--- config.mk ---
export PLATFORM = sky130hd
export DESIGN_NAME = countdown_timer_ctrl
export DESIGN_NICKNAME = d
export VERILOG_FILES = /design/src/rtl/countdown_timer_ctrl_pkg.sv /design/src/rtl/countdown_timer_ctrl_bcd_wrap_inc.sv /design/src/rtl/countdown_timer_ctrl.sv
export SDC_FILE = /design/constraint.sdc
export NUM_CORES = 1
export LEC_CHECK = 0
export ABC_AREA = 0
export ABC_CLOCK_PERIOD_IN_PS = 3200
export CELL_PAD_IN_SITES_DETAIL_PLACEMENT = 1
export CELL_PAD_IN_SITES_GLOBAL_PLACEMENT = 1
export CORE_UTILIZATION = 40
export CTS_BUF_LIST = sky130_fd_sc_hd__clkbuf_4 sky130_fd_sc_hd__clkbuf_8 sky130_fd_sc_hd__clkbuf_16
export DETAILED_ROUTE_END_ITERATION = 7
export MAX_ROUTING_LAYER = met4
export PLACE_DENSITY = 0.79
export RECOVER_POWER = 25
export SLEW_MARGIN = 20
export SYNTH_ARGS = -nofsm -noshare
export SYNTH_HDL_FRONTEND = slang
export SYNTH_SLANG_ARGS = --single-unit
--- constraint.sdc ---
create_clock -name clk -period 3.2 [get_ports clk]
set_input_delay 0.64 -clock clk [delete_from_list [all_inputs] [get_ports clk]]
set_output_delay 0.64 -clock clk [all_outputs]
set_load 0.05 [all_outputs]
--- src/rtl/countdown_timer_ctrl_pkg.sv ---
// Shared types and constants for the countdown timer front-panel controller.
package countdown_ctrl_pkg;

  typedef enum logic [2:0] {
    ST_IDLE  = 3'd0,
    ST_SET   = 3'd1,
    ST_RUN   = 3'd2,
    ST_PAUSE = 3'd3,
    ST_ALARM = 3'd4
  } state_e;

  typedef enum logic [1:0] {
    FIELD_NONE   = 2'd0,
    FIELD_HOUR   = 2'd1,
    FIELD_MINUTE = 2'd2,
    FIELD_SECOND = 2'd3
  } field_e;

  localparam logic [7:0] BCD_MAX_HOUR    = 8'h23;
  localparam logic [7:0] BCD_MAX_MIN_SEC = 8'h59;

endpackage

--- src/rtl/countdown_timer_ctrl_bcd_wrap_inc.sv ---
// Combinational two-digit BCD increment that wraps to 00 after max_value.
module bcd_wrap_inc (
  input  logic [7:0] value,
  input  logic [7:0] max_value,
  output logic [7:0] result
);

  always_comb begin
    result = '0;
    if (value != max_value) begin
      if (value[3:0] == 4'd9) begin
        result = {value[7:4] + 4'd1, 4'd0};
      end else begin
        result = {value[7:4], value[3:0] + 4'd1};
      end
    end
  end

endmodule

--- src/rtl/countdown_timer_ctrl.sv ---
// Front-panel FSM: key handling, editable BCD preset, timer load/enable and bounded buzzer.
module countdown_timer_ctrl
  import countdown_ctrl_pkg::*;
#(
  parameter int unsigned CLK_HZ    = 1000,
  parameter int unsigned ALARM_SEC = 10
) (
  input  logic       clk,
  input  logic       rst,
  input  logic       key_start,
  input  logic       key_reset,
  input  logic       key_set,
  input  logic       key_inc,
  input  logic       ring_in,
  output logic       load,
  output logic       clock_en,
  output logic [7:0] preset_hour_bcd,
  output logic [7:0] preset_minute_bcd,
  output logic [7:0] preset_second_bcd,
  output logic [1:0] set_field,
  output logic       buzzer,
  output logic [2:0] state_out
);

  localparam int unsigned      DIV_W      = (CLK_HZ > 1) ? $clog2(CLK_HZ) : 1;
  localparam logic [DIV_W-1:0] DIV_LAST   = DIV_W'(CLK_HZ - 1);
  localparam logic [7:0]       ALARM_LAST = 8'(ALARM_SEC - 1);

  state_e           state_q, state_d;
  field_e           field_q, field_d;
  logic [7:0]       hour_q, hour_d, minute_q, minute_d, second_q, second_d;
  logic             load_q, load_d, load_prev_q;
  logic             clock_en_q, clock_en_d, buzzer_q, buzzer_d;
  logic [DIV_W-1:0] div_q, div_d;
  logic [7:0]       alarm_q, alarm_d;

  logic [7:0] inc_value, inc_max, inc_result;
  logic       preset_zero, tick, ring_guard, any_key;

  always_comb begin
    case (field_q)
      FIELD_HOUR: begin
        inc_value = hour_q;
        inc_max   = BCD_MAX_HOUR;
      end
      FIELD_MINUTE: begin
        inc_value = minute_q;
        inc_max   = BCD_MAX_MIN_SEC;
      end
      default: begin
        inc_value = second_q;
        inc_max   = BCD_MAX_MIN_SEC;
      end
    endcase
  end

  bcd_wrap_inc u_bcd_inc (
    .value     (inc_value),
    .max_value (inc_max),
    .result    (inc_result)
  );

  assign preset_zero = ((hour_q | minute_q | second_q) == 8'h00);
  assign tick        = (div_q == DIV_LAST);
  // ring is still stale from the previous count while the timer absorbs a load
  assign ring_guard  = load_q | load_prev_q;
  assign any_key     = key_start | key_reset | key_set | key_inc;

  always_comb begin
    state_d  = state_q;
    field_d  = field_q;
    hour_d   = hour_q;
    minute_d = minute_q;
    second_d = second_q;
    load_d   = 1'b0;
    div_d    = tick ? '0 : div_q + DIV_W'(1);
    alarm_d  = alarm_q;

    unique case (state_q)
      ST_IDLE: begin
        if (key_reset) begin
          load_d = 1'b1;
        end else if (key_start) begin
          if (!preset_zero) begin
            load_d  = 1'b1;
            state_d = ST_RUN;
          end
        end else if (key_set) begin
          state_d = ST_SET;
          field_d = FIELD_HOUR;
        end
      end
      ST_SET: begin
        if (key_reset) begin
          hour_d   = '0;
          minute_d = '0;
          second_d = '0;
        end else if (key_start) begin
          load_d  = 1'b1;
          field_d = FIELD_NONE;
          state_d = preset_zero ? ST_IDLE : ST_RUN;
        end else if (key_set) begin
          case (field_q)
            FIELD_HOUR:   field_d = FIELD_MINUTE;
            FIELD_MINUTE: field_d = FIELD_SECOND;
            default: begin
              field_d = FIELD_NONE;
              state_d = ST_IDLE;
              load_d  = 1'b1;
            end
          endcase
        end else if (key_inc) begin
          case (field_q)
            FIELD_HOUR:   hour_d   = inc_result;
            FIELD_MINUTE: minute_d = inc_result;
            FIELD_SECOND: second_d = inc_result;
            default:      ;
          endcase
        end
      end
      ST_RUN: begin
        if (key_reset) begin
          load_d  = 1'b1;
          state_d = ST_IDLE;
        end else if (key_start) begin
          state_d = ST_PAUSE;
        end else if (ring_in && !ring_guard) begin
          state_d = ST_ALARM;
          div_d   = '0;
          alarm_d = '0;
        end
      end
      ST_PAUSE: begin
        if (key_reset) begin
          load_d  = 1'b1;
          state_d = ST_IDLE;
        end else if (key_start) begin
          state_d = ST_RUN;
        end
      end
      ST_ALARM: begin
        if (any_key || (tick && alarm_q == ALARM_LAST)) begin
          load_d  = 1'b1;
          state_d = ST_IDLE;
        end else if (tick) begin
          alarm_d = alarm_q + 8'd1;
        end
      end
      default: state_d = ST_IDLE;
    endcase

    clock_en_d = (state_d == ST_RUN) && !load_d;
    buzzer_d   = (state_d == ST_ALARM);
  end

  always_ff @(posedge clk) begin
    if (rst) begin
      state_q     <= ST_IDLE;
      field_q     <= FIELD_NONE;
      hour_q      <= '0;
      minute_q    <= '0;
      second_q    <= '0;
      load_q      <= 1'b0;
      load_prev_q <= 1'b0;
      clock_en_q  <= 1'b0;
      buzzer_q    <= 1'b0;
      div_q       <= '0;
      alarm_q     <= '0;
    end else begin
      state_q     <= state_d;
      field_q     <= field_d;
      hour_q      <= hour_d;
      minute_q    <= minute_d;
      second_q    <= second_d;
      load_q      <= load_d;
      load_prev_q <= load_q;
      clock_en_q  <= clock_en_d;
      buzzer_q    <= buzzer_d;
      div_q       <= div_d;
      alarm_q     <= alarm_d;
    end
  end

  assign load              = load_q;
  assign clock_en          = clock_en_q;
  assign buzzer            = buzzer_q;
  assign set_field         = field_q;
  assign state_out         = state_q;
  assign preset_hour_bcd   = hour_q;
  assign preset_minute_bcd = minute_q;
  assign preset_second_bcd = second_q;

endmodule
==> metrics, run 1 <==
status=finished with violations; failing checks=capacitance limit, slew limit; Ant. Diodes=0; Worst setup EP type=flip-flop; number of port buffers=38; Clock Skews=0.00322 ns; Global Route Usage Sum=0.244; Design Area, Final=0.00346 sq mm; Hold Path Class=flip-flop to flip-flop; cells after synthesis=351; Synth Cell Area=slightly below 0.003 sq mm; final setup TNS=0 ns; latest clock arrival within the worst-skew pair=~0.32 ns; routed wire length=8420 um; Reg area=between 0.001 and 0.0015 sq mm; Die W=a little under 90 um; post-synthesis cell type count=69; number of global-route vias before repair=2697; row count=30; DPL Wire Length=6210 um; maxcap violations=1; crit path time final=2.98 ns; Max VDD drop=0.000269 V; setup repair bufs after CTS=0; CTS Buffer Depth=2; first-pass GRT wire length=13800 um; sequential area share after synthesis=0.349; # clock sinks=about 50; initial antenna violation count=0; drt first-iter violations=99; #FFs+latches synth=51; RSZ-0062 raised after global routing=no; slew margin rel.=-0.0645; Placed Area=approximately 0.0033 sq mm; EDFF count, synth=0; Syn Nets=367; WL per Instance=17.5 um; Final setup viols=0; Power Density=375 mW/mm^2; Post-DRT Antenna Nets=0; layout net count=400; Initial DRT Pass Iterations=4; synth warn=0; metal2 WL=4130 um; drt drc=0; vias per cell=5.70; static leakage=1.22 nW; ys flop type=dfxtp_1; Syn-to-layout area delta=18.4%; wire length on met3=333 um; crit share post-route=0.932; fillers=857; Metal-1 WL=between 3000 and 4000 um; crit path kind=input pin to flip-flop; Placer Congestion=0.925; CTS tree=done; Fmax=335 MHz; CTS buffer count=5; Critical Path Fanout Max=22; Syn Area/Cell=~8.3 sq um; core area=0.00694 sq mm; hold slack=0.483 ns; die span in y=87.5 um; Die Footprint=between 0.007 and 0.008 sq mm; gr ovfl total=0; clk root buf=clkbuf_8; FFs w/ async S/R, synth=0; H-tree levels=2; Slew @ Worst Pin=1.60 ns; CP arrival=3.21 ns; area of the multi-input gates=0.00173 sq mm; Slew Limit Fails=37; top routing layer in use=met4; WP data required=about 3.4 ns; io pins=39; largest net degree at the start of global routing=37; Initial Util=0.421; via count=2744; clock slew at reported path FFs=approximately 0.1 ns; Final Hold Violating Endpoints=0; fin util=0.498; share of layout cells above drive strength 1=0.122; Worst Setup Start Kind=input pin
-- path summary, 6_finish.rpt --
path	from	to	slack [ns]	cells past startpoint
min reg2reg	div_q[0]$_SDFF_PP0_	div_q[0]$_SDFF_PP0_	0.48	1
min	div_q[0]$_SDFF_PP0_	div_q[0]$_SDFF_PP0_	0.48	1
max	key_reset	preset_second_bcd[5]$_SDFFE_PP0P_	0.22	6
max reg2reg	set_field[0]$_SDFFE_PP0P_	preset_second_bcd[7]$_SDFFE_PP0P_	0.32	10
-- area by class of cell --
| type | instances | area share |
|---|---|---|
| Clock buffer | 5 | 0.0199 |
| Multi-Input combinational cell | 269 | 0.499 |
| Clock inverter | 3 | 0.0137 |
| Timing Repair Buffer | 46 | 0.125 |
| Inverter | 11 | 0.0119 |
| Sequential cell | 51 | 0.295 |
| Tap cell | 96 | 0.0347 |
-- stage by stage --
stage	setup WS (ns)	total power, W	std cells
after floorplan	0.216	0.000785	351
after global placement	0.295	0.000827	473
after detailed placement	0.216	0.000831	473
after CTS	0.236	0.00130	481
after global routing	0.0329	0.00135	481
final	0.217	0.00130	481
-- cell families (layout without fill, tap and decap cells) --
group,Yosys count,after routing,share of synthesized area
AO/OA/AOI/OAI,67,67,0.163
XOR/XNOR,15,15,0.0449
adder cells (fa/ha/maj),9,9,0.0385
buffers and inverters,31,65,0.0604
flip-flops,51,51,0.349
multiplexers,5,5,0.0171
AND/OR/NAND/NOR,173,173,0.327
-- worst max-delay path, stage by stage --
cell	delay [ns]
clkdlybuf4s50_1	0.48
clkbuf_1	0.70
o21ai_2	0.27
or2_2	0.43
or4b_1	0.52
a21oi_1	0.16
-- cell usage after synthesis (all sizes together), types with 7 or more instances --
library cell,count,area share
a21oi,30,0.051
buf,9,0.029
clkbuf,11,0.018
dfxtp,51,0.35
ha,9,0.039
inv,11,0.014
nand2,43,0.055
nand2b,11,0.026
nand3,11,0.019
nand4,9,0.021
nor2,41,0.054
nor4,12,0.031
o21ai,8,0.015
or2,7,0.015
xnor2,10,0.030
-- registers in the layout, indices dropped and copies added, names as in the netlist --
name	count
preset_minute_bcd	8
alarm_q	8
load	1
set_field	2
div_q	10
buzzer	1
load_prev_q	1
preset_second_bcd	8
preset_hour_bcd	8
clock_en	1
state_out	3
-- timing repair --
| item | in CTS | in global routing |
|---|---|---|
| gates resized for setup | 0 | 1 |
| hold buffers | 0 | 0 |
| endpoints found under the setup margin | 0 | 2 |
-- metal layers --
layer | vias up | GRT usage
li1 | 1312 | -
met1 | 1358 | 0.306
met2 | 63 | 0.408
met3 | 11 | 0.0332
met4 | 0 | 0.0700
met5 | - | -
-- cell usage in the layout, fill, tap and decap left out, types with 3 or more instances in the layout --
cell              n
nor3_1            5
nand3_1          11
dfxtp_1          51
buf_4             6
xnor2_1          10
inv_1            11
a21oi_1          30
or3_1             5
and3_1            3
a221o_2           3
or2_2             7
ha_1              8
nor4_1           11
nand2_1          43
dlygate4sd3_1    12
mux2i_1           5
nor3b_1           3
xor2_1            5
o21ai_0           6
nand2b_1         10
clkbuf_8          5
nand4_1           8
o22ai_1           6
nor2_1           40
clkdlybuf4s50_1  26
-- where the power goes --
| group | internal, W | total (W) | switching, W |
|---|---|---|---|
| registers | 0.000643 | 0.000653 | 0.0000106 |
| clock network | 0.000238 | 0.000481 | 0.000243 |
| logic | 0.0000609 | 0.000163 | 0.000102 |
| total | 0.000941 | 0.00130 | 0.000356 |
(Power assumes the default switching activity.)
==> inputs of run 2 (changes only) <==
--- a/config.mk
+++ b/config.mk
@@ -6,14 +6,14 @@
 export NUM_CORES = 1
 export LEC_CHECK = 0
 export ABC_AREA = 0
-export ABC_CLOCK_PERIOD_IN_PS = 3200
+export ABC_CLOCK_PERIOD_IN_PS = 3800
 export CELL_PAD_IN_SITES_DETAIL_PLACEMENT = 1
 export CELL_PAD_IN_SITES_GLOBAL_PLACEMENT = 1
-export CORE_UTILIZATION = 40
+export CORE_UTILIZATION = 24
 export CTS_BUF_LIST = sky130_fd_sc_hd__clkbuf_4 sky130_fd_sc_hd__clkbuf_8 sky130_fd_sc_hd__clkbuf_16
 export DETAILED_ROUTE_END_ITERATION = 7
 export MAX_ROUTING_LAYER = met4
-export PLACE_DENSITY = 0.79
+export PLACE_DENSITY = 0.52
 export RECOVER_POWER = 25
 export SLEW_MARGIN = 20
 export SYNTH_ARGS = -nofsm -noshare
==> constraint.sdc (replaced) <==
create_clock -name clk -period 3.8 [get_ports clk]
set_input_delay 0.76 -clock clk [delete_from_list [all_inputs] [get_ports clk]]
set_output_delay 0.76 -clock clk [all_outputs]
set_load 0.05 [all_outputs]
==> run 2 against run 1 <==
The run now ends clean. Cell count grew 9.1%. Design area grew 2.4%. Worst setup slack gained 0.43 ns. Critical path depth grew 4. Combinational power shrank 18%. Utilization shrank 19 points. Global-route usage shrank 9.2 points. Sequential share of layout area shrank 0.69 points. Wire length grew 4.3%. Power shrank 6.3%. Non-clock buffer count shrank 3. Critical path type is now flip-flop to flip-flop.
==> metrics, run 2 (synthesis gave the netlist of run 1 again) <==
Hold Path Class=flip-flop to flip-flop; Critical Path Fanout Max=14; Power Total=0.00122 W; Post-DRT Antenna Nets=0; Fmax=317 MHz; routed wire length=between 8000 and 9000 um; clk root buf=clkbuf_16; number of global-route vias before repair=about 2600; crit path kind=flip-flop to flip-flop; CTS tree=done; Placer Congestion=0.798; Initial DRT Pass Iterations=4; post-cts sizing count=0; clock slew at reported path FFs=0.07 ns; via count=2620; largest net degree at the start of global routing=30; crit share post-route=0.831; leading cell type in the layout, fill and taps excluded=dfxtp_1; Top reg by flops=div_q; CTS buffer count=5; crit path time final=3.16 ns; row count=39; latest clock arrival within the worst-skew pair=0.30 ns; share of layout cells above drive strength 1=0.107; max reg flops=10; gr ovfl total=0; DPL Wire Length=6480 um; H-tree levels=2; CTS Hold Buffers Added=0; status=completed; drt first-iter violations=88; CP arrival=approximately 3.4 ns; number of port buffers=38; Die Footprint=~0.013 sq mm; Worst setup EP type=flip-flop; CTS Buffer Depth=2; maxcap violations=0; # clock sinks=51; hold slack=0.465 ns; io pins=39; Final Hold Violating Endpoints=0; Global Route Usage Sum=0.152; drt drc=0; Slew @ Worst Pin=~1.3 ns; most frequent cells in the layout=dfxtp_1, nand2_1, nor2_1, a21oi_1, clkdlybuf4s50_1; Die W=112 um; Initial Util=0.251; worst slack at placement=0.673 ns; Design Area, Final=0.00354 sq mm; first-pass GRT wire length=14400 um; Final setup viols=0; static leakage=1.23 nW; Slew Limit Fails=0; die span in y=112 um; Worst Setup Start Kind=flip-flop; Power Density=about 340 mW/mm^2; final setup TNS=0 ns; slew margin rel.=0.144; Placed Area=0.00338 sq mm; vias per cell=4.99; RSZ-0062 raised after global routing=no; Max VDD drop=0.000181 V; WP data required=between 4 and 5 ns; layout net count=397; Clock Skews=0.00536 ns; initial antenna violation count=0; Syn-to-layout area delta=21.2%; core area=0.0117 sq mm; WL per Instance=16.7 um; Ant. Diodes=0; setup ws final=0.644 ns; setup repair bufs after CTS=0
## run 2: metal layers
metal | track usage | part of all wire | vias up
met5 | - | 0 | -
met4 | 0.0347 | 0.0076 | 0
met3 | 0.0254 | 0.032 | 4
met2 | 0.227 | 0.45 | 45
met1 | 0.213 | 0.51 | 1262
li1 | - | - | 1309
## run 2: metrics by stage
stage	util	std cells
4_1_cts	0.305	525
3_3_place_gp	0.290	517
5_1_grt	0.304	525
3_5_place_dp	0.290	517
2_1_floorplan	-	351
6_report	0.304	525
## run 2: layout make-up
cell class              instances  area, sq um
fillers                      1368         8120
multi-input cells             269         1720
flip-flops and latches         51         1020
repair buffers                 43          410
well taps                     143          179
clock buffers                   5          125
clock inverters                 3         47.5
inverters                      11         41.3
## run 2: worst paths after layout
kind | start | endpoint | slack (ns) | cells past startpoint
worst max-delay path | set_field[0]$_SDFFE_PP0P_ | preset_hour_bcd[7]$_SDFFE_PP0P_ | 0.64 | 10
worst min-delay path | div_q[0]$_SDFF_PP0_ | div_q[0]$_SDFF_PP0_ | 0.46 | 1
worst max register to register | set_field[0]$_SDFFE_PP0P_ | preset_hour_bcd[7]$_SDFFE_PP0P_ | 0.64 | 10
worst min register to register | div_q[0]$_SDFF_PP0_ | div_q[0]$_SDFF_PP0_ | 0.46 | 1
## run 2: worst max-delay path, stage by stage (launching register included)
cell,delay [ns]
dfxtp_1,0.38
inv_1,0.08
ha_1,0.62
a221oi_1,0.15
nor2_1,0.35
ha_1,0.28
inv_1,0.10
nor4b_1,0.50
mux2i_1,0.36
nand2_1,0.09
a21oi_1,0.15
## run 2: where the power goes
group	leakage, nW	total, W	switching, W	internal (W)
sequential	0.412	0.000550	0.00000912	0.000541
combinational	0.731	0.000134	0.0000852	0.0000487
clock	0.0844	0.000532	0.000217	0.000315
total	1.23	0.00122	0.000312	0.000904
